--- src/rtl/daq_sample_reader.sv ---
// daq_sample_reader: reads one conversion frame from a serial ADC.
// Each BUSY falling edge (if enabled) starts a frame. The block reads NUM_CHANNELS
// words MSB first and hands each one downstream over a valid/ready handshake.
// Ports: clk_i/reset_i (async, active-high); en_i enables readout; busy_i is the ADC BUSY
// (asynchronous to clk_i); sdata_i/cs_n_o/sclk_o form the ADC serial link;
// sample_o/chan_o/valid_o/ready_i carry the word handshake;
// frame_done_o pulses for one cycle at frame end; overrun_o is the sticky overrun flag.
module daq_sample_reader #(
  parameter int NUM_CHANNELS = 8,
  parameter int DATA_BITS    = 16,
  parameter int SCLK_DIV     = 2
) (
  input  logic        clk_i,
  input  logic        reset_i,
  input  logic        en_i,
  input  logic        busy_i,
  input  logic        sdata_i,
  output logic        cs_n_o,
  output logic        sclk_o,
  output logic [15:0] sample_o,
  output logic [2:0]  chan_o,
  output logic        valid_o,
  input  logic        ready_i,
  output logic        frame_done_o,
  output logic        overrun_o
);

  localparam int DIV_W = (SCLK_DIV > 1) ? $clog2(2 * SCLK_DIV) : 1;
  localparam logic [DIV_W-1:0] DIV_HALF  = DIV_W'(SCLK_DIV - 1);
  localparam logic [DIV_W-1:0] DIV_LAST  = DIV_W'(2 * SCLK_DIV - 1);
  localparam logic [4:0]       BIT_LAST  = 5'(DATA_BITS - 1);
  localparam logic [2:0]       CHAN_LAST = 3'(NUM_CHANNELS - 1);
  localparam logic [15:0]      SAMPLE_MASK = 16'((17'h1 << DATA_BITS) - 17'h1);

  typedef enum logic [2:0] {
    ST_IDLE,
    ST_SETUP,
    ST_SHIFT,
    ST_OUTPUT,
    ST_DONE
  } state_e;

  state_e           state_q, state_d;
  logic             busy_s1_q, busy_s1_d;
  logic             busy_s2_q, busy_s2_d;
  logic             busy_prev_q, busy_prev_d;
  logic [DIV_W-1:0] div_q, div_d;
  logic [4:0]       bit_q, bit_d;
  logic [2:0]       chan_cnt_q, chan_cnt_d;
  logic [15:0]      word_q, word_d;
  logic [15:0]      sample_q, sample_d;
  logic [2:0]       chan_q, chan_d;
  logic             cs_n_q, cs_n_d;
  logic             sclk_q, sclk_d;
  logic             valid_q, valid_d;
  logic             frame_done_q, frame_done_d;
  logic             overrun_q, overrun_d;
  logic             busy_fall, busy_rise;

  always_comb begin
    busy_s1_d   = busy_i;
    busy_s2_d   = busy_s1_q;
    busy_prev_d = busy_s2_q;
    busy_fall   = busy_prev_q & ~busy_s2_q;
    busy_rise   = busy_s2_q & ~busy_prev_q;

    state_d    = state_q;
    div_d      = div_q;
    bit_d      = bit_q;
    chan_cnt_d = chan_cnt_q;
    word_d     = word_q;
    sample_d   = sample_q;
    chan_d     = chan_q;
    overrun_d  = overrun_q;

    case (state_q)
      ST_IDLE: begin
        if (busy_fall) begin
          state_d    = ST_SETUP;
          div_d      = '0;
          bit_d      = '0;
          chan_cnt_d = '0;
        end
      end
      ST_SETUP: begin
        if (div_q == DIV_HALF) begin
          state_d = ST_SHIFT;
          div_d   = '0;
          bit_d   = '0;
        end else begin
          div_d = div_q + 1'b1;
        end
      end
      ST_SHIFT: begin
        // This edge is where sclk_o goes low->high; ADC data has been stable since the fall.
        if (div_q == DIV_HALF) begin
          word_d = {word_q[14:0], sdata_i};
        end
        if (div_q == DIV_LAST) begin
          div_d = '0;
          if (bit_q == BIT_LAST) begin
            state_d  = ST_OUTPUT;
            sample_d = word_q & SAMPLE_MASK;
            chan_d   = chan_cnt_q;
          end else begin
            bit_d = bit_q + 1'b1;
          end
        end else begin
          div_d = div_q + 1'b1;
        end
      end
      ST_OUTPUT: begin
        if (ready_i) begin
          if (chan_cnt_q < CHAN_LAST) begin
            state_d    = ST_SHIFT;
            chan_cnt_d = chan_cnt_q + 1'b1;
            div_d      = '0;
            bit_d      = '0;
          end else begin
            state_d = ST_DONE;
          end
        end
      end
      ST_DONE: state_d = ST_IDLE;
      default: state_d = ST_IDLE;
    endcase

    // A new conversion starting mid-frame is flagged but does not disturb the frame.
    if (state_q != ST_IDLE && busy_rise) begin
      overrun_d = 1'b1;
    end

    if (!en_i) begin
      state_d    = ST_IDLE;
      div_d      = '0;
      bit_d      = '0;
      chan_cnt_d = '0;
      overrun_d  = 1'b0;
    end

    // Link outputs are registered from the next state so the ADC sees glitch-free edges.
    cs_n_d       = !(state_d inside {ST_SETUP, ST_SHIFT, ST_OUTPUT});
    sclk_d       = !(state_d == ST_SHIFT && div_d <= DIV_HALF);
    valid_d      = (state_d == ST_OUTPUT);
    frame_done_d = (state_d == ST_DONE);
  end

  always_ff @(posedge clk_i or posedge reset_i) begin
    if (reset_i) begin
      state_q      <= ST_IDLE;
      busy_s1_q    <= 1'b1;
      busy_s2_q    <= 1'b1;
      busy_prev_q  <= 1'b1;
      div_q        <= '0;
      bit_q        <= '0;
      chan_cnt_q   <= '0;
      word_q       <= '0;
      sample_q     <= '0;
      chan_q       <= '0;
      cs_n_q       <= 1'b1;
      sclk_q       <= 1'b1;
      valid_q      <= 1'b0;
      frame_done_q <= 1'b0;
      overrun_q    <= 1'b0;
    end else begin
      state_q      <= state_d;
      busy_s1_q    <= busy_s1_d;
      busy_s2_q    <= busy_s2_d;
      busy_prev_q  <= busy_prev_d;
      div_q        <= div_d;
      bit_q        <= bit_d;
      chan_cnt_q   <= chan_cnt_d;
      word_q       <= word_d;
      sample_q     <= sample_d;
      chan_q       <= chan_d;
      cs_n_q       <= cs_n_d;
      sclk_q       <= sclk_d;
      valid_q      <= valid_d;
      frame_done_q <= frame_done_d;
      overrun_q    <= overrun_d;
    end
  end

  assign cs_n_o       = cs_n_q;
  assign sclk_o       = sclk_q;
  assign sample_o     = sample_q;
  assign chan_o       = chan_q;
  assign valid_o      = valid_q;
  assign frame_done_o = frame_done_q;
  assign overrun_o    = overrun_q;

endmodule

--- config.mk ---
export PLATFORM = sky130hd
export DESIGN_NAME = daq_sample_reader
export DESIGN_NICKNAME = d
export VERILOG_FILES = /design/src/rtl/daq_sample_reader.sv
export SDC_FILE = /design/constraint.sdc
export NUM_CORES = 1
export LEC_CHECK = 0
export CAP_MARGIN = 20
export CORE_UTILIZATION = 60
export CTS_BUF_LIST = sky130_fd_sc_hd__clkbuf_8
export DETAILED_ROUTE_END_ITERATION = 10
export PLACE_DENSITY = 0.85
export REMOVE_ABC_BUFFERS = 1
export SYNTH_ARGS = -nofsm -noshare
export SYNTH_HDL_FRONTEND = slang
export SYNTH_SLANG_ARGS = --single-unit
--- constraint.sdc ---
create_clock -name clk_i -period 4.75 [get_ports clk_i]
set_input_delay 0.475 -clock clk_i [delete_from_list [all_inputs] [get_ports clk_i]]
set_output_delay 0.475 -clock clk_i [all_outputs]
set_load 0.005 [all_outputs]
Word level (Yosys, flattened, before mapping):

Cells that the tools add are included.
Widths: inputs -> output; s select.

* input bits: 6
* output and inout bits: 24
* bits in registers: 56

* reductions and logical operators: 11
* $lt $le $gt $ge: 2
* mux-type cells: 30
* equality and inequality tests: 19
* add/subtract/negate cells: 3
* bitwise gates (word level): 4

Operators with widths (count)
* $mux 5: 7
* $mux 3: 11
* $pmux 5 s4: 1
* $ne 3x3->1 const B: 6
* $eq 3x2->1 const B: 4
* $mux 2: 6
* $pmux 3 s4: 1
* $pmux 2 s4: 1
* $reduce_and 7->1: 1
* $eq 3x1->1 const B: 2
* $pmux 3 s2: 1
* $reduce_bool 3->1: 2
* $add 5x1->5 const B: 1
* $eq 5x4->1 const B: 1
* $ne 5x1->1 const B: 1
* $reduce_and 4->1: 1
* $add 3x1->3 const B: 1
* $eq 3x3->1 const B: 1
* $logic_not 3->1: 1
* $lt 3x3->1 const B: 1
* $ne 3x1->1 const B: 1
* $reduce_and 3->1: 1
* $add 2x1->2 const B: 1
* $and 1x1->1: 2
* other kinds (9): 13

Depth between registers and ports, before layout:

* depth after elaboration: 8
* depth in mapped cells: 7
* gate-level depth less buffers: 7

Least setup slack after synthesis:

Ideal clock, no wire load.

* kind: register to register
* start point: reg bit_q[0]
* end point: reg sample_q[14], in the netlist sample_o[14]
* data required time: 4.623 ns
* clock period less this slack: 1.764 ns
* path buffers: 1
* slack: 2.986 ns
* arrival time: 1.637 ns
* stages on the path, launching flop included: 8
* path through: dfrtp_1 -> ha_1 -> and3_1 -> ha_1 -> nand2_1 -> nor2_8 -> buf_6 -> mux2_1

* word-level cells in the longest chain between the ends: 2

Ends and longest elaborated chain
* from (decl): RTL line 48 `logic [4:0] bit_q, bit_d;`
* from (signal assigned): RTL line 171 `bit_q <= bit_d;`
* $eq 5x4->1: RTL line 101 `if (bit_q == BIT_LAST) begin`
* $reduce_and 3->1 (no line)
* to (signal assigned): RTL line 174 `sample_q <= sample_d;`
* to (decl): RTL line 51 `logic [15:0] sample_q, sample_d;`

No other way between the ends.
A chain may end at the register's enable or synchronous reset.

Worst setup path after layout:

* start point: reg state_q[0]
* end point: reg word_q[10]

* word-level cells in the longest chain between the ends: 2

Ends and longest elaborated chain
* from (decl): RTL line 43 `state_e state_q, state_d;`
* from (signal assigned): RTL line 166 `state_q <= state_d;`
* $eq 3x2->1: RTL line 76 `case (state_q)`
* $reduce_and 2->1 (no line)
* to (signal assigned): RTL line 173 `word_q <= word_d;`
* to (decl): RTL line 50 `logic [15:0] word_q, word_d;`

No other way between the ends.

==> results.rst <==
.. list-table::
   :header-rows: 1

   * - Metric
     - Value
   * - Worst setup slack for register-to-register paths
     - 2.63 ns
   * - Floorplan die height
     - 65.69 um
   * - CP arrival
     - 2.32 ns
   * - Slowest cell on the critical path
     - sky130_fd_sc_hd__and2_1
   * - Seq cells post-synth
     - 56
   * - Layout net count
     - 231
   * - CTS tree
     - yes
   * - Crit Path Category
     - flip-flop to flip-flop
   * - Transition at the pin with the smallest max-transition slack
     - 0.7108 ns
   * - Register area share after synthesis
     - 0.5784
   * - Initial Util
     - 0.6453
   * - Reg-to-reg critical path endpoint
     - word_q[10]
   * - Setup repair after global routing missed its margin
     - false
   * - Setup TNS after final layout
     - 0 ns
   * - Area leader, netlist
     - sky130_fd_sc_hd__dfrtp_1
   * - Number of buffers added by the clock tree synthesis step
     - 5
   * - Maximum achievable frequency
     - 471.1 MHz
   * - Count of port buffers added during placement
     - 29
   * - Sequential cell area
     - 0.001408 sq mm
   * - Antenna-violating nets left
     - 0
   * - Maximum Capacitance Violations
     - 0
   * - Length in cells of the worst reg-to-reg path
     - 4
   * - PD cells
     - 310.9 mW/mm^2
   * - RD Place Congestion
     - 0.8824
   * - Peak supply drop
     - 0.2512 mV
   * - Antenna cell count
     - 0
   * - Synth unique cells
     - 40
   * - Combined area of the multi-input logic cells
     - 952.2 sq um
   * - Vias/cell
     - 5.903
   * - Placed instance count
     - 259
   * - EDFF count, synth
     - 0
   * - GR Util All Layers
     - 0.2470
   * - Row count
     - 22
   * - Min Tclk post-route
     - 2.123 ns
   * - Later-pin clock latency in the skew report
     - 0.31 ns
   * - Number of inserted filler cells in the final layout
     - 217
   * - Remaining Overflow, GRT
     - 0
   * - Remaining DRCs
     - 0
   * - Number of buffers inserted for hold repair after clock tree synthesis
     - 0
   * - CP Cell Sequence
     - nand2b_1 -> nor2_2 -> and2_1 -> mux2_2
   * - Total number of clock tree sinks
     - 56
   * - Post-Syn Area
     - 0.002434 sq mm
   * - Synth top area cells
     - sky130_fd_sc_hd__dfrtp_1 52%, sky130_fd_sc_hd__mux2_2 15%, sky130_fd_sc_hd__dfstp_2 5.4%
   * - Pre-antenna DRT Iters
     - 4
   * - Clock slew at reported path FFs
     - 0.10 ns
   * - Async S/R FF share, synth
     - 1.000
   * - Final Cycle Share
     - 0.4469
   * - Worst-case headroom to the max-slew limit
     - 0.5261
   * - Final-report max-slew violation count
     - 0
   * - Share of layout cells above drive strength 1
     - 0.2500
   * - Via count of the routed design
     - 1582
   * - Fin Clk Skew
     - 0.01200 ns
   * - Endpoint of the worst hold path
     - busy_prev_d
   * - Result of the run
     - finished, final reports clean
   * - Category of the worst setup path capture point
     - flip-flop
   * - Maximum cell stage delay along the critical path
     - 0.61 ns
   * - Largest net degree at the start of global routing
     - 57
   * - Cell types with the highest counts after synthesis
     - 51 x sky130_fd_sc_hd__dfrtp_1, 32 x sky130_fd_sc_hd__mux2_2, 11 x sky130_fd_sc_hd__nand2_1, 11 x sky130_fd_sc_hd__o21ai_0
   * - Total count of hold-check failures in the final report
     - 0
   * - Die extent in x
     - 65.69 um
   * - Reg-to-reg startpoint
     - state_q[0]
   * - Overall die area
     - 0.004315 sq mm
   * - Final Setup Violations
     - 0
   * - Mean routed wirelength per cell
     - 17.12 um
   * - Vias in the first global route
     - 1628
   * - Leakage dissipation
     - 0.001339 uW
   * - Post-layout instance count excluding filler cells
     - 268
   * - CTS H-tree lvls
     - 2
   * - Maximum fanout along the worst path
     - 16
   * - Synthesized area per cell
     - 12.94 sq um
   * - Worst Hold Launch
     - busy_s1_q
   * - Dominant register cell in the synthesized netlist
     - sky130_fd_sc_hd__dfrtp_1
   * - Cell with the most instances after synthesis
     - sky130_fd_sc_hd__dfrtp_1
   * - Longest Clk Path Bufs
     - 2
   * - Ports
     - 30
   * - Wire length of the first global-routing pass
     - 7741 um
   * - YS warnings
     - 0
   * - Class of the most critical hold timing path
     - flip-flop to flip-flop
   * - Category of the worst setup path launch point
     - flip-flop
   * - Setup Buffers After CTS
     - 0
   * - Detail Placement HPWL
     - 3099 um
   * - Antenna violations before repair
     - 0
   * - Syn Inst Count
     - 188
   * - Share of the synthesized area in the top cell type
     - 0.5244
   * - Cell chosen for the clock root
     - sky130_fd_sc_hd__clkbuf_8
   * - Wire length after detailed routing
     - 4589 um
   * - Required time of the critical path
     - 4.95 ns
   * - Core Footprint
     - 0.003771 sq mm
   * - CTS resizes
     - 0
   * - Count of routing violations after the opening detailed-route iteration
     - 97
   * - Area added between synthesis and finish
     - 18.92%
   * - Cell count of the worst hold path
     - 0
-- cells in the final DEF, fill, tap and decap left out, drive strengths merged --
cell type,n
and4bb,1
or4,1
nor3,3
nor2b,2
nand3,7
o31ai,1
and2,1
clkbuf,5
nor3b,1
nand4,2
and4b,1
buf,1
bufinv,2
ha,6
nand3b,2
inv,8
a21boi,2
o21ba,1
mux2i,4
or3b,3
o21ai,11
o21bai,1
clkdlybuf4s50,29
o211ai,2
o22ai,2
and3,1
mux2,33
o21a,1
nand2b,5
o31a,2
nor2,8
a21oi,3
a22oi,1
dfrtp,51
nand2,11
dfstp,5
-- final cells by class --
class	instances	area share
clock inverters	3	0.02378
inverters	7	0.009079
flip-flops and latches	56	0.4864
clock buffers	5	0.02378
multi-input cells	119	0.3290
well taps	48	0.02075
repair buffers	30	0.1072
-- metal layers --
metal / up-vias / routed length, um / global-route usage
li1: 733 / - / -
met1: 791 / 1930 / 0.3019
met2: 46 / 2394 / 0.4171
met3: 12 / 164 / 0.05556
met4: 0 / 98 / 0.1060
met5: - / 0 / 0
-- worst max-delay path by stage --
stage,endpoint,from,depth (start not counted),slack (ns)
2_1_floorplan,bit_q[0],reset_i,1,2.91
3_3_place_gp,bit_q[3],en_i,5,2.61
3_5_place_dp,bit_q[3],en_i,5,2.55
4_1_cts,word_q[10],state_q[0],4,2.65
5_1_grt,word_q[14],state_q[1],4,2.51
6_report,word_q[10],state_q[0],4,2.63
-- per-stage QoR --
| stage | worst slack, ns | util | power [uW] | cell area (sq um) | hold WS (ns) |
|---|---|---|---|---|---|
| finish | 2.627 | 0.7674 | 899.7 | 2894 | 0.3637 |
| global route | 2.510 | 0.7674 | 928.8 | 2894 | 0.3747 |
| CTS | 2.651 | 0.7621 | 903.0 | 2874 | 0.3706 |
| detailed placement | 2.549 | 0.7256 | 540.1 | 2736 | 0.3510 |
| global placement | 2.614 | 0.7256 | 538.2 | 2736 | 0.3463 |
| floorplan | 2.912 | - | 523.5 | 2386 | 0.3452 |
-- worst max-delay path: cells and delay by family (launching register included) --
| family | cells | cell delay (ns) |
|---|---|---|
| multiplexers | 1 | 0.42 |
| flip-flops | 1 | 0.52 |
| AND/OR/NAND/NOR | 3 | 1.08 |
-- kinds of logic after synthesis --
group | count (synthesis) | share of synthesized area
flops | 56 | 0.5784
mux | 37 | 0.1692
buf+inv | 13 | 0.03033
compound gates | 27 | 0.06992
simple gates | 49 | 0.1213
fa+ha+maj | 6 | 0.03085
-- state kept, by name (all words and copies together) (netlist names) --
signal and count:
busy_prev_q 1, busy_prev_d 1, div_q 2, chan_o 3, valid_o 1, sclk_o 1, overrun_o 1, frame_done_o 1
word_q 16, bit_q 5, sample_o 16, busy_s1_q 1, state_q 3, cs_n_o 1, chan_cnt_q 3
-- power breakdown --
| group | switching (uW) | internal (uW) | total [uW] |
|---|---|---|---|
| clock network | 154 | 212 | 366 |
| registers | 5.92 | 484 | 490 |
| logic | 25.4 | 18.3 | 43.8 |
| total | 186 | 714 | 900 |
(Power assumes the default switching activity.)
